$ cat config.mk
export PLATFORM = sky130hd
export DESIGN_NAME = sequenciador_telas_flat
export DESIGN_NICKNAME = d
export VERILOG_FILES = /design/src/rtl/video_pkg.sv /design/src/rtl/sequenciador_telas_if.sv /design/src/rtl/frame_divider.sv /design/src/rtl/sequenciador_telas.sv /design/src/flat_wrapper.sv
export SDC_FILE = /design/constraint.sdc
export NUM_CORES = 1
export LEC_CHECK = 0
export ABC_AREA = 0
export CORE_MARGIN = 1.5
export CORE_UTILIZATION = 30
export CTS_CLUSTER_DIAMETER = 40
export DETAILED_ROUTE_END_ITERATION = 6
export DONT_BUFFER_PORTS = 1
export GPL_TIMING_DRIVEN = 0
export SLEW_MARGIN = 10
export SYNTH_ARGS = -nofsm -noshare
export SYNTH_HDL_FRONTEND = slang
export SYNTH_SLANG_ARGS = --single-unit
$ cat constraint.sdc
create_clock -name clk -period 5 [get_ports clk]
set_input_delay 0.75 -clock clk [delete_from_list [all_inputs] [get_ports clk]]
set_output_delay 0.75 -clock clk [all_outputs]
set_load 0.1 [all_outputs]
$ cat src/rtl/video_pkg.sv
// Shared video-path definitions.
//   tela_t         : screen/phase state codes (value doubles as screen_sel)
//   rgb_t          : packed {R,G,B} pixel, 8 bits per channel
//   *ActiveDefault : default visible area for a 640x480 timing
package video_pkg;

    localparam int unsigned HActiveDefault = 640;
    localparam int unsigned VActiveDefault = 480;

    typedef enum logic [1:0] {
        StTitle = 2'd0,
        StTrans = 2'd1,
        StPlay  = 2'd2,
        StOver  = 2'd3
    } tela_t;

    typedef struct packed {
        logic [7:0] r;
        logic [7:0] g;
        logic [7:0] b;
    } rgb_t;

    localparam rgb_t RgbBlack = '0;

endpackage

$ cat src/rtl/sequenciador_telas_if.sv
// Pixel bus between the raster/renderers and the screen sequencer.
//   h_counter, v_counter : current raster position
//   title_rgb, game_rgb  : candidate pixels from the two renderers
//   R, G, B              : registered pixel going to the DAC
// master: raster + renderer side; slave: the sequencer.
interface sequenciador_telas_if;
    import video_pkg::*;

    logic [9:0] h_counter;
    logic [9:0] v_counter;
    rgb_t       title_rgb;
    rgb_t       game_rgb;
    logic [7:0] R;
    logic [7:0] G;
    logic [7:0] B;

    modport master (
        output h_counter, v_counter, title_rgb, game_rgb,
        input  R, G, B
    );

    modport slave (
        input  h_counter, v_counter, title_rgb, game_rgb,
        output R, G, B
    );

endinterface

$ cat src/rtl/frame_divider.sv
// Frame-tick divider: counts tick_i pulses while en_i is high and pulses
// wrap_o (combinationally, same cycle as the tick) when the count is at N-1.
//   clk, reset : clock, synchronous active-high reset
//   en_i       : count enable
//   clr_i      : synchronous clear, overrides counting
//   tick_i     : frame tick
//   wrap_o     : one-cycle pulse on every Nth counted tick
module frame_divider #(
    parameter int unsigned N = 30
) (
    input  logic clk,
    input  logic reset,
    input  logic en_i,
    input  logic clr_i,
    input  logic tick_i,
    output logic wrap_o
);

    localparam int unsigned W = $clog2(N + 1);
    localparam logic [W-1:0] Last = W'(N - 1);

    logic [W-1:0] count_q, count_d;

    always_comb begin
        count_d = count_q;
        wrap_o  = 1'b0;
        if (clr_i) begin
            count_d = '0;
        end else if (en_i && tick_i) begin
            if (count_q == Last) begin
                count_d = '0;
                wrap_o  = 1'b1;
            end else begin
                count_d = count_q + 1'b1;
            end
        end
    end

    always_ff @(posedge clk) begin
        if (reset) begin
            count_q <= '0;
        end else begin
            count_q <= count_d;
        end
    end

endmodule

$ cat src/rtl/sequenciador_telas.sv
// Screen sequencer: tracks game phase (title, transition, play, game over),
// generates the sprite animation toggle and selects which renderer reaches
// the DAC through a registered RGB mux.
//   clk, reset   : pixel clock, synchronous active-high reset
//   vid          : pixel bus (raster position, renderer pixels, RGB out)
//   start_btn_i  : asynchronous start button
//   game_over_i  : game-over level, only looked at in play
//   troca_o      : sprite animation frame select
//   game_run_o   : high only in play
//   screen_sel_o : current state code
//   frame_tick_o : one-cycle pulse per frame
module sequenciador_telas
    import video_pkg::*;
#(
    parameter int unsigned H_ACTIVE     = HActiveDefault,
    parameter int unsigned V_ACTIVE     = VActiveDefault,
    parameter int unsigned ANIM_FRAMES  = 30,
    parameter int unsigned TRANS_FRAMES = 60,
    parameter int unsigned BLINK_FRAMES = 15,
    parameter int unsigned OVER_FRAMES  = 240
) (
    input  logic                       clk,
    input  logic                       reset,
    sequenciador_telas_if.slave        vid,
    input  logic                       start_btn_i,
    input  logic                       game_over_i,
    output logic                       troca_o,
    output logic                       game_run_o,
    output logic [1:0]                 screen_sel_o,
    output logic                       frame_tick_o
);

    localparam int unsigned PhMax = (TRANS_FRAMES > OVER_FRAMES) ? TRANS_FRAMES : OVER_FRAMES;
    localparam int unsigned PhW   = $clog2(PhMax + 1);
    localparam logic [PhW-1:0] TransLast = PhW'(TRANS_FRAMES - 1);
    localparam logic [PhW-1:0] OverLast  = PhW'(OVER_FRAMES - 1);

    tela_t          state_q, state_d;
    logic [PhW-1:0] phase_q, phase_d;
    logic           cond_q, frame_tick_q;
    logic           sync1_q, sync2_q, start_prev_q;
    logic           troca_q, troca_d;
    logic           blink_on_q, blink_on_d;
    rgb_t           rgb_q, rgb_d;
    logic           cond_raw, start_p, state_chg, anim_wrap, blink_wrap;

    // Edge of the raster condition, so a stalled raster still ticks once.
    assign cond_raw = (vid.h_counter == '0) && (vid.v_counter == 10'(V_ACTIVE));
    assign start_p  = sync2_q & ~start_prev_q;

    always_comb begin
        state_d = state_q;
        phase_d = phase_q;
        if (frame_tick_q && (state_q == StTrans || state_q == StOver)) begin
            phase_d = phase_q + 1'b1;
        end
        case (state_q)
            StTitle: if (start_p) state_d = StTrans;
            StTrans: if (frame_tick_q && phase_q == TransLast) state_d = StPlay;
            StPlay:  if (game_over_i) state_d = StOver;
            StOver: begin
                if (start_p) begin
                    state_d = StTrans;
                end else if (frame_tick_q && phase_q == OverLast) begin
                    state_d = StTitle;
                end
            end
            default: state_d = StTitle;
        endcase
        if (state_d != state_q) phase_d = '0;
    end

    assign state_chg = (state_d != state_q);

    frame_divider #(.N(ANIM_FRAMES)) u_anim (
        .clk    (clk),
        .reset  (reset),
        .en_i   (state_q == StTitle || state_q == StPlay),
        .clr_i  (state_chg),
        .tick_i (frame_tick_q),
        .wrap_o (anim_wrap)
    );

    frame_divider #(.N(BLINK_FRAMES)) u_blink (
        .clk    (clk),
        .reset  (reset),
        .en_i   (state_q == StOver),
        .clr_i  (state_chg),
        .tick_i (frame_tick_q),
        .wrap_o (blink_wrap)
    );

    always_comb begin
        troca_d    = troca_q ^ anim_wrap;
        blink_on_d = blink_on_q;
        if (state_d == StOver && state_q != StOver) begin
            blink_on_d = 1'b1;
        end else if (blink_wrap) begin
            blink_on_d = ~blink_on_q;
        end
    end

    // Mux selects on the registered state, so a new screen shows one pixel later.
    always_comb begin
        rgb_d = RgbBlack;
        if (vid.h_counter < 10'(H_ACTIVE) && vid.v_counter < 10'(V_ACTIVE)) begin
            case (state_q)
                StTitle: rgb_d = vid.title_rgb;
                StPlay:  rgb_d = vid.game_rgb;
                StOver:  rgb_d = blink_on_q ? vid.game_rgb : RgbBlack;
                default: rgb_d = RgbBlack;
            endcase
        end
    end

    always_ff @(posedge clk) begin
        if (reset) begin
            state_q      <= StTitle;
            phase_q      <= '0;
            cond_q       <= 1'b0;
            frame_tick_q <= 1'b0;
            sync1_q      <= 1'b0;
            sync2_q      <= 1'b0;
            start_prev_q <= 1'b0;
            troca_q      <= 1'b0;
            blink_on_q   <= 1'b0;
            rgb_q        <= RgbBlack;
        end else begin
            state_q      <= state_d;
            phase_q      <= phase_d;
            cond_q       <= cond_raw;
            frame_tick_q <= cond_raw & ~cond_q;
            sync1_q      <= start_btn_i;
            sync2_q      <= sync1_q;
            start_prev_q <= sync2_q;
            troca_q      <= troca_d;
            blink_on_q   <= blink_on_d;
            rgb_q        <= rgb_d;
        end
    end

    assign vid.R        = rgb_q.r;
    assign vid.G        = rgb_q.g;
    assign vid.B        = rgb_q.b;
    assign troca_o      = troca_q;
    assign game_run_o   = (state_q == StPlay);
    assign screen_sel_o = state_q;
    assign frame_tick_o = frame_tick_q;

endmodule

$ cat src/flat_wrapper.sv
// flat-port wrapper written by rule: the top's interface ports become plain ports
module sequenciador_telas_flat import video_pkg::*;
#(
    parameter int unsigned H_ACTIVE     = HActiveDefault,
    parameter int unsigned V_ACTIVE     = VActiveDefault,
    parameter int unsigned ANIM_FRAMES  = 30,
    parameter int unsigned TRANS_FRAMES = 60,
    parameter int unsigned BLINK_FRAMES = 15,
    parameter int unsigned OVER_FRAMES  = 240
)
  (clk, reset, start_btn_i, game_over_i, troca_o, game_run_o, screen_sel_o, frame_tick_o, vid_h_counter, vid_v_counter, vid_title_rgb, vid_game_rgb, vid_R, vid_G, vid_B);
  sequenciador_telas_if vid_i ();
  input  logic clk;
  input  logic reset;
  input  logic start_btn_i;
  input  logic game_over_i;
  output logic troca_o;
  output logic game_run_o;
  output logic [1:0] screen_sel_o;
  output logic frame_tick_o;
  input wire logic [$bits(vid_i.h_counter)-1:0] vid_h_counter;
  input wire logic [$bits(vid_i.v_counter)-1:0] vid_v_counter;
  input wire logic [$bits(vid_i.title_rgb)-1:0] vid_title_rgb;
  input wire logic [$bits(vid_i.game_rgb)-1:0] vid_game_rgb;
  output wire logic [$bits(vid_i.R)-1:0] vid_R;
  output wire logic [$bits(vid_i.G)-1:0] vid_G;
  output wire logic [$bits(vid_i.B)-1:0] vid_B;
  assign vid_i.h_counter = vid_h_counter;
  assign vid_i.v_counter = vid_v_counter;
  assign vid_i.title_rgb = vid_title_rgb;
  assign vid_i.game_rgb = vid_game_rgb;
  assign vid_R = vid_i.R;
  assign vid_G = vid_i.G;
  assign vid_B = vid_i.B;
  sequenciador_telas #(.H_ACTIVE(H_ACTIVE), .V_ACTIVE(V_ACTIVE), .ANIM_FRAMES(ANIM_FRAMES), .TRANS_FRAMES(TRANS_FRAMES), .BLINK_FRAMES(BLINK_FRAMES), .OVER_FRAMES(OVER_FRAMES)) u_core (.clk(clk), .reset(reset), .vid(vid_i), .start_btn_i(start_btn_i), .game_over_i(game_over_i), .troca_o(troca_o), .game_run_o(game_run_o), .screen_sel_o(screen_sel_o), .frame_tick_o(frame_tick_o));
endmodule
== Word-level counts from Yosys, hierarchy flattened ==
Cells that the tools add are included.
Storage, ports and cells
  register bits after elaboration: 50
  input port bits: 72
  word-level logic and storage cells: 70
Cells by class
  $add $sub $neg: 3
  magnitude comparators: 2
  eq/ne operators: 11
  multiplexer cells: 18
  bitwise operators: 7
  reduce and logical (&&, ||, !) cells: 15
Operator list (number)
  $pmux W24 S3: 1
  $mux W24: 1
  $eq A10 B9 Y1 const B: 1
  $logic_not A10 Y1: 1
  $lt A10 B10 Y1 const B: 1
  $lt A10 B9 Y1 const B: 1
  $mux W2: 5
  $add A8 B1 Y8 const B: 1
  $eq A8 B6 Y1 const B: 1
  $eq A8 B8 Y1 const B: 1
  $logic_and A1 B1 Y1: 8
  $mux W1: 8
  $pmux W2 S4: 1
  $eq A2 B2 Y1 const B: 3
  $add A5 B1 Y5 const B: 1
  $eq A5 B5 Y1 const B: 1
  $mux W5: 1
  $add A4 B1 Y4 const B: 1
  $eq A4 B4 Y1 const B: 1
  $mux W4: 1
  $not A1 Y1: 4
  $reduce_or A2 Y1: 2
  $and A1 B1 Y1: 2
  $eq A2 B1 Y1 const B: 1
  6 further kinds: 7

== Longest topological paths before layout ==
Gate-level depths: netlist of run 1.
  depth after elaboration: 9
  gate-level depth with buffers: 6
  depth with buffers taken out: 5

== Cells and area by module ==
From an unflattened synthesis of run 1, not the netlist that was laid out.
Second synthesis, totals
  cells, all modules: 225
  area, all modules: 2087.0 um^2
Modules (own cells, without submodules)
  sequenciador_telas: times used 1, cells each 172, area each 1626.6 um^2
  frame_divider (u_core.u_anim): times used 1, cells each 30, area each 255.2 um^2
  frame_divider (u_core.u_blink): times used 1, cells each 23, area each 205.2 um^2

== Worst setup path before layout of run 1 ==
No wires, ideal clock.
  path kind: flip-flop to output port
  start point: register u_core.state_q[1], in the netlist u_core.screen_sel_o[1]
  end point: output port game_run_o
  data arrival time: 2.940 ns
  data required time: 4.250 ns
  slack: 1.310 ns
  stages on the path, launching flop included: 4
  path buffers: 2
  cells stage by stage: dfxtp_1 clkbuf_1 clkbuf_1 nor2b_1
On the way
  longest elaborated chain between the ends: 1
RTL lines
  start, declared: line sequenciador_telas.sv:38  | tela_t state_q, state_d;
  start signal, assigned: line sequenciador_telas.sv:118  | state_q <= StTitle;
  start signal, assigned: line sequenciador_telas.sv:129  | state_q <= state_d;
  $eq A2 B2 Y1: line sequenciador_telas.sv:146  | assign game_run_o = (state_q == StPlay);
  end, declared: line flat_wrapper.sv:18  | output logic game_run_o;
No other way between the ends.

== Worst setup path after layout of run 1 ==
Ends and elaborated chain as after synthesis.

==> reports/results.tsv, run 1 <==
metric	value	unit
outcome	finished clean	
total of max-cap violations	0	
clk buf depth	2	
Post-Synthesis Net Count	309	
Pleak	0.786	nW
post-cts resize count	0	
CP Data Required Time	4.25	ns
cts bufs inserted	5	
Die Span Y	87.4	µm
Rows	30	
WS Path Type	register to output pin	
Crit path max-delay family	flip-flops	
worst-margin pin slew	1.20	ns
Synth Register Bits	50	
largest net degree at the start of global routing	16	
Worst Path Arrival	3.00	ns
CP endpoint kind	output pin	
Clk Latency, worst-skew pair	0.30	ns
Fillers	737	
CP peak stage delay	0.99	ns
fin worst setup slack	1.25	ns
Unique masters post-synth	44	
htree depth	2	
Setup WS pre-CTS	1.60	ns
sequential power share	58.8	%
first drt pass iteration count	4	
cell mode on critical path	clkbuf_1	
dpl hpwl	3710	µm
via/cell ratio	5.19	
Post-DRT Antenna Nets	0	
Congestion Overflow GR	0	
number of global-route vias before repair	1545	
share of cells above drive strength 1	8.23	%
share of the synthesized area in the top cell type	46.9	%
WL per Instance	14.6	µm
Comb pwr share	5.3	%
f_max	267	MHz
nets@finish	317	
initial antenna violation count	0	
WP buf/inv	2	
Relative slew margins	19.9	%
CTS sink cnt	50	
Synth area leaders	dfxtp_1 47%, a22oi_1 7.7%, nor2_1 5.6%	
die area	0.00763	mm²
Syn. warnings	0	
Max FO, Critical Path	10	
switching part of the total	27.1	%
Ports	101	
ant diodes	0	
post-synth top area cell	dfxtp_1	
crit path cell chain	clkbuf_1 -> clkbuf_1 -> nor2b_2	
Cell Area, Synth	0.00213	mm²
clock skew	0.00469	ns
Max VDD drop	0.134	mV
max-slew violation count	0	
RSZ-0062 raised after global routing	no	
min cycle time layout	3.75	ns
drt drc	0	
Power Density	331	mW/mm²
Avg Inst Size Synth	9.12	µm²
Final setup viols	0	
Startpoint Class	register	
register area share after synthesis	46.9	%
post-CTS setup repair buffer count	0	
Core ar.	0.00683	mm²
drt total wl	4950	µm
reg-to-reg slack, setup	1.91	ns
CTS tree	built	
Syn-to-layout area delta	11.1	%
number of buffers added on ports	0	
Hold Vio Cnt, Final	0	
Root Buffer	clkbuf_8	
Hold WC Path Type	register to register	
Layout Utilization	34.7	%
Clock Pin Slew Worst Setup and Hold Paths	0.09	ns
Post-Synthesis Cells	234	
crit share post-route	75.0	%
Placer Congestion	0.716	
Clk pwr share	35.9	%
Initial Util	31.2	%
final hold slack	0.394	ns
internal power	573	µW
Hold-fix buffers, CTS	0	
first-pass GRT wire length	7420	µm
Net Switching	213	µW
DR vias	1761	
Worst path slowest cell	dfxtp_1	
Total GRT Usage	12.4	%
Setup TNS	0	ns
Iter 0 DRT Violations	95	
Die Wd	87.4	µm
-- Yosys cell counts (all sizes together) --
library cell  number
o211ai             1
dfxtp             50
nand3              6
a21oi              3
and3               4
or4                1
o21ai              3
a31oi              2
o221ai             1
a32oi              2
a22oi             22
ha                 3
a2111oi            1
nor2              32
nand3b             1
a211oi             3
a21bo              1
inv                4
xnor2              6
a311oi             1
a41oi              1
nor2b              8
a21o               1
nand4bb            1
nand2b             3
o211a              1
or3                1
or2                2
o22ai              1
a31o               2
nand2             11
mux2i              1
o41a               1
nor4               8
clkbuf            12
buf                3
nor3              15
nand4              5
xor2               5
and4b              2
mux2               2
a21boi             1
-- per-layer routing --
layer,wire length (µm),track usage (%),share of wire (%)
met5,0,0,0
met2,2370,18.8,48
met3,304,3.98,6.1
met1,2230,16.8,45
met4,51,3.46,1.0
-- power by group through the flow --
| stage | sequential (mW) | clock, mW | combinational (mW) |
|---|---|---|---|
| global route | 0.463 | 0.303 | 0.0463 |
| finish | 0.462 | 0.282 | 0.0414 |
| global placement | 0.471 | 0 | 0.0411 |
| floorplan | 0.469 | 0 | 0.0334 |
| CTS | 0.462 | 0.287 | 0.0417 |
| detailed placement | 0.471 | 0 | 0.0416 |
-- layout by cell type, fill, tap and decap left out, drive strengths merged, types with 5 or more instances in the layout --
cell	n
dfxtp	50
nor2	32
a22oi	22
clkbuf	18
nor3	15
nand2	11
nor4	8
nor2b	8
nand3	6
xnor2	6
nand4	5
xor2	5
-- kinds of logic (layout without fill, tap and decap cells) --
| family | count (synthesis) | after routing | synth area share [%] |
|---|---|---|---|
| xor gates and xnor gates | 11 | 11 | 4.51 |
| AOI/OAI and AO/OA | 48 | 48 | 17.8 |
| adders and majority gates | 3 | 3 | 1.76 |
| buffers and inverters | 19 | 28 | 3.81 |
| DFF | 50 | 50 | 46.9 |
| and+or+nand+nor | 100 | 100 | 23.7 |
| muxes | 3 | 3 | 1.52 |
-- final timing paths --
kind / start / endpoint / depth (start not counted)
min reg2reg: u_core.cond_q / u_core.frame_tick_o / 1
min: u_core.cond_q / u_core.frame_tick_o / 1
max reg2reg: u_core.screen_sel_o[1] / u_core.blink_on_q / 6
max: u_core.screen_sel_o[1] / game_run_o / 3
-- area by class of cell --
type	instances	area, µm²	share of cell area [%]
buffer	15	66.3	2.80
timing repair buffer	1	3.75	0.158
tap	96	120	5.07
multi-input combinational	165	1050	44.5
inverter	4	15.0	0.633
clock inverter	2	37.5	1.58
clock buffer	6	72.6	3.06
sequential	50	1000	42.2
-- stage by stage --
stage          power [mW]  instance area [µm²]  instances
2_1_floorplan       0.503                 2130        234
3_3_place_gp        0.513                 2250        330
3_5_place_dp        0.513                 2260        331
4_1_cts             0.791                 2370        339
5_1_grt             0.812                 2370        339
6_report            0.786                 2370        339
-- state kept, by name (all words and copies together) (netlist names) --
signal,flops
u_core.vid.G,8
u_core.blink_on_q,1
u_core.phase_q,8
u_core.vid.R,8
u_core.frame_tick_o,1
u_core.troca_o,1
u_core.sync2_q,1
u_core.sync1_q,1
u_core.cond_q,1
u_core.start_prev_q,1
u_core.u_blink.count_q,4
u_core.u_anim.count_q,5
u_core.vid.B,8
u_core.screen_sel_o,2
Power figures use the tool's default switching activity.
==> run 2: changes to the inputs <==
clock period = 3.1 ns   (was 5 ns; I/O delays follow)
==> run 2 against run 1 <==
  * Worst hold slack lost 0.15 ns
  * Highest routed layer unchanged
  * Worst setup slack lost 0.93 ns
  * Clock power grew 58%
  * Cell area is essentially flat
  * Critical path depth is the same
  * Count of clock-buffer cells in the layout grew 1
  * Critical path type unchanged
==> reports/results.tsv, run 2 (synthesis results as in run 1) <==
metric	value	unit	change
outcome	finished clean		unchanged
nets@finish	316		was 317
Pleak	0.786	nW	about the same
RSZ-0062 raised after global routing	no		unchanged
WHS Path Cells	1		unchanged
dpl cells	330		was 331
Die Span Y	87.4	µm	unchanged
post-CTS setup repair buffer count	0		unchanged
drt total wl	4900	µm	was 4950 µm
share of cells above drive strength 1	8.26	%	was 8.23%
crit path cell chain	clkbuf_1 -> clkbuf_1 -> nor2b_4		was clkbuf_1 -> clkbuf_1 -> nor2b_2
worst-margin pin slew	1.21	ns	was 1.20 ns
CP Data Required Time	2.63	ns	was 4.25 ns
DP Area	0.00226	mm²	about the same
CP peak stage delay	0.68	ns	was 0.99 ns
WS Path Type	register to output pin		unchanged
Ports	101		unchanged
max-slew violation count	0		unchanged
clock skew	0.00785	ns	was 0.00469 ns
drt drc	0		unchanged
ant diodes	0		unchanged
Iter 0 DRT Violations	128		was 95
Setup TNS	0	ns	unchanged
htree depth	2		unchanged
min cycle time layout	2.78	ns	
Setup WS pre-CTS	-0.00257	ns	was 1.60 ns
Relative slew margins	19.4	%	was 19.9%
total of max-cap violations	0		unchanged
Post-DRT Antenna Nets	0		unchanged
Congestion Overflow GR	0		unchanged
reg-to-reg slack, setup	0.38	ns	was 1.91 ns
CTS tree	built		unchanged
Power Total	1.26	mW	was 786 µW
cell mode on critical path	clkbuf_1		unchanged
R2R depth	6		unchanged
clk buf depth	2		unchanged
Final setup viols	0		unchanged
Core ar.	0.00683	mm²	unchanged
Max FO, Critical Path	10		unchanged
die area	0.00763	mm²	unchanged
Clock Pin Slew Worst Setup and Hold Paths	0.09	ns	about the same
Startpoint Class	register		unchanged
number of global-route vias before repair	1547		was 1545
Placer Congestion	0.752		was 0.716
Layout Utilization	34.7	%	about the same
fin worst setup slack	0.324	ns	was 1.25 ns
Die Wd	87.4	µm	unchanged
commonest non-fill, non-tap cell in the layout	dfxtp_1		unchanged
Clk Latency, worst-skew pair	0.30	ns	about the same
f_max	360	MHz	
Total GRT Usage	12.3	%	was 12.4%
final hold slack	0.244	ns	was 0.394 ns
first drt pass iteration count	5		was 4
initial antenna violation count	0		unchanged
Root Buffer	clkbuf_8		unchanged
first-pass GRT wire length	7440	µm	was 7420 µm
CP endpoint kind	output pin		unchanged
Rows	30		unchanged
number of buffers added on ports	0		unchanged
largest net degree at the start of global routing	15		was 16
Hold Vio Cnt, Final	0		unchanged
Syn-to-layout area delta	11.0	%	was 11.1%
Initial Util	31.2	%	unchanged
Power Density	530	mW/mm²	was 331 mW/mm²
CTS sink cnt	50		unchanged
DR vias	1755		was 1761
Non-Filler Instances	338		was 339
fin area	0.00237	mm²	about the same
Hold WC Path Type	input port to register		was register to register
crit share post-route	89.6	%	
Max VDD drop	0.231	mV	was 0.134 mV
cts bufs inserted	5		unchanged
Worst path slowest cell	dfxtp_2		was dfxtp_1
WL per Instance	14.5	µm	was 14.6 µm
commonest non-fill, non-tap cells in the layout	49 x dfxtp_1, 32 x nor2_1, 22 x a22oi_1, 15 x nor3_1, 14 x clkbuf_1		was 50 x dfxtp_1, 32 x nor2_1, 22 x a22oi_1, 15 x nor3_1, 13 x clkbuf_1
Worst Path Arrival	2.31	ns	was 3.00 ns
dpl hpwl	3640	µm	was 3710 µm
via/cell ratio	5.19		about the same
## run 2: cell types whose count changed in the layout (fill, tap and decap cells not counted)
cell        delta
dfxtp_1        -1
nor2b_2        -1
clkinvlp_4     -1
dfxtp_2        +1
clkbuf_1       +1
nor2b_4        +1
buf_1          -1
## run 2: per-layer routing
layer  routed length [µm]  share of wire [%]  up-vias  GRT usage, %
li1                     -                  -      859             -
met5                    0                  0        -             0
met4                   41               0.84        0          3.90
met3                  245                5.0        5          3.03
met1                 2180                 44      843          16.7
met2                 2440                 50       48          19.2
## run 2: what timing repair did
| item | 4_1_cts | 5_1_grt |
|---|---|---|
| hold buffers | 0 | 0 |
| endpoints found under the setup margin | 1 | 0 |
| gates resized for setup | 2 | 0 |
## run 2: path summary, 6_finish.rpt
kind / from / end
max: u_core.screen_sel_o[1] / game_run_o
min: vid_v_counter[9] / u_core.cond_q
max reg2reg: u_core.frame_tick_o / u_core.u_blink.count_q[1]
min reg2reg: u_core.cond_q / u_core.frame_tick_o
## run 2: power by group
part	internal [mW]	switching, mW	total (mW)	leakage (nW)
Sequential	0.655	0.0902	0.745	0.406
Clock	0.242	0.204	0.445	0.0524
Combinational	0.0285	0.0384	0.0669	0.328
## run 2: final cells by class
class	instances	area, µm²
plain buffers	15	66.3
well taps	96	120
clock inverters	1	30.0
fillers	740	4460
multi-input cells	165	1060
inverters	4	15.0
clock buffers	7	76.3
flip-flops and latches	50	1000
## run 2: critical path: cells and delay by family, from the launching register on
family / cells / cell delay, ns
DFF: 1 / 0.68
and+or+nand+nor: 1 / 0.64
buffers and inverters: 2 / 0.70
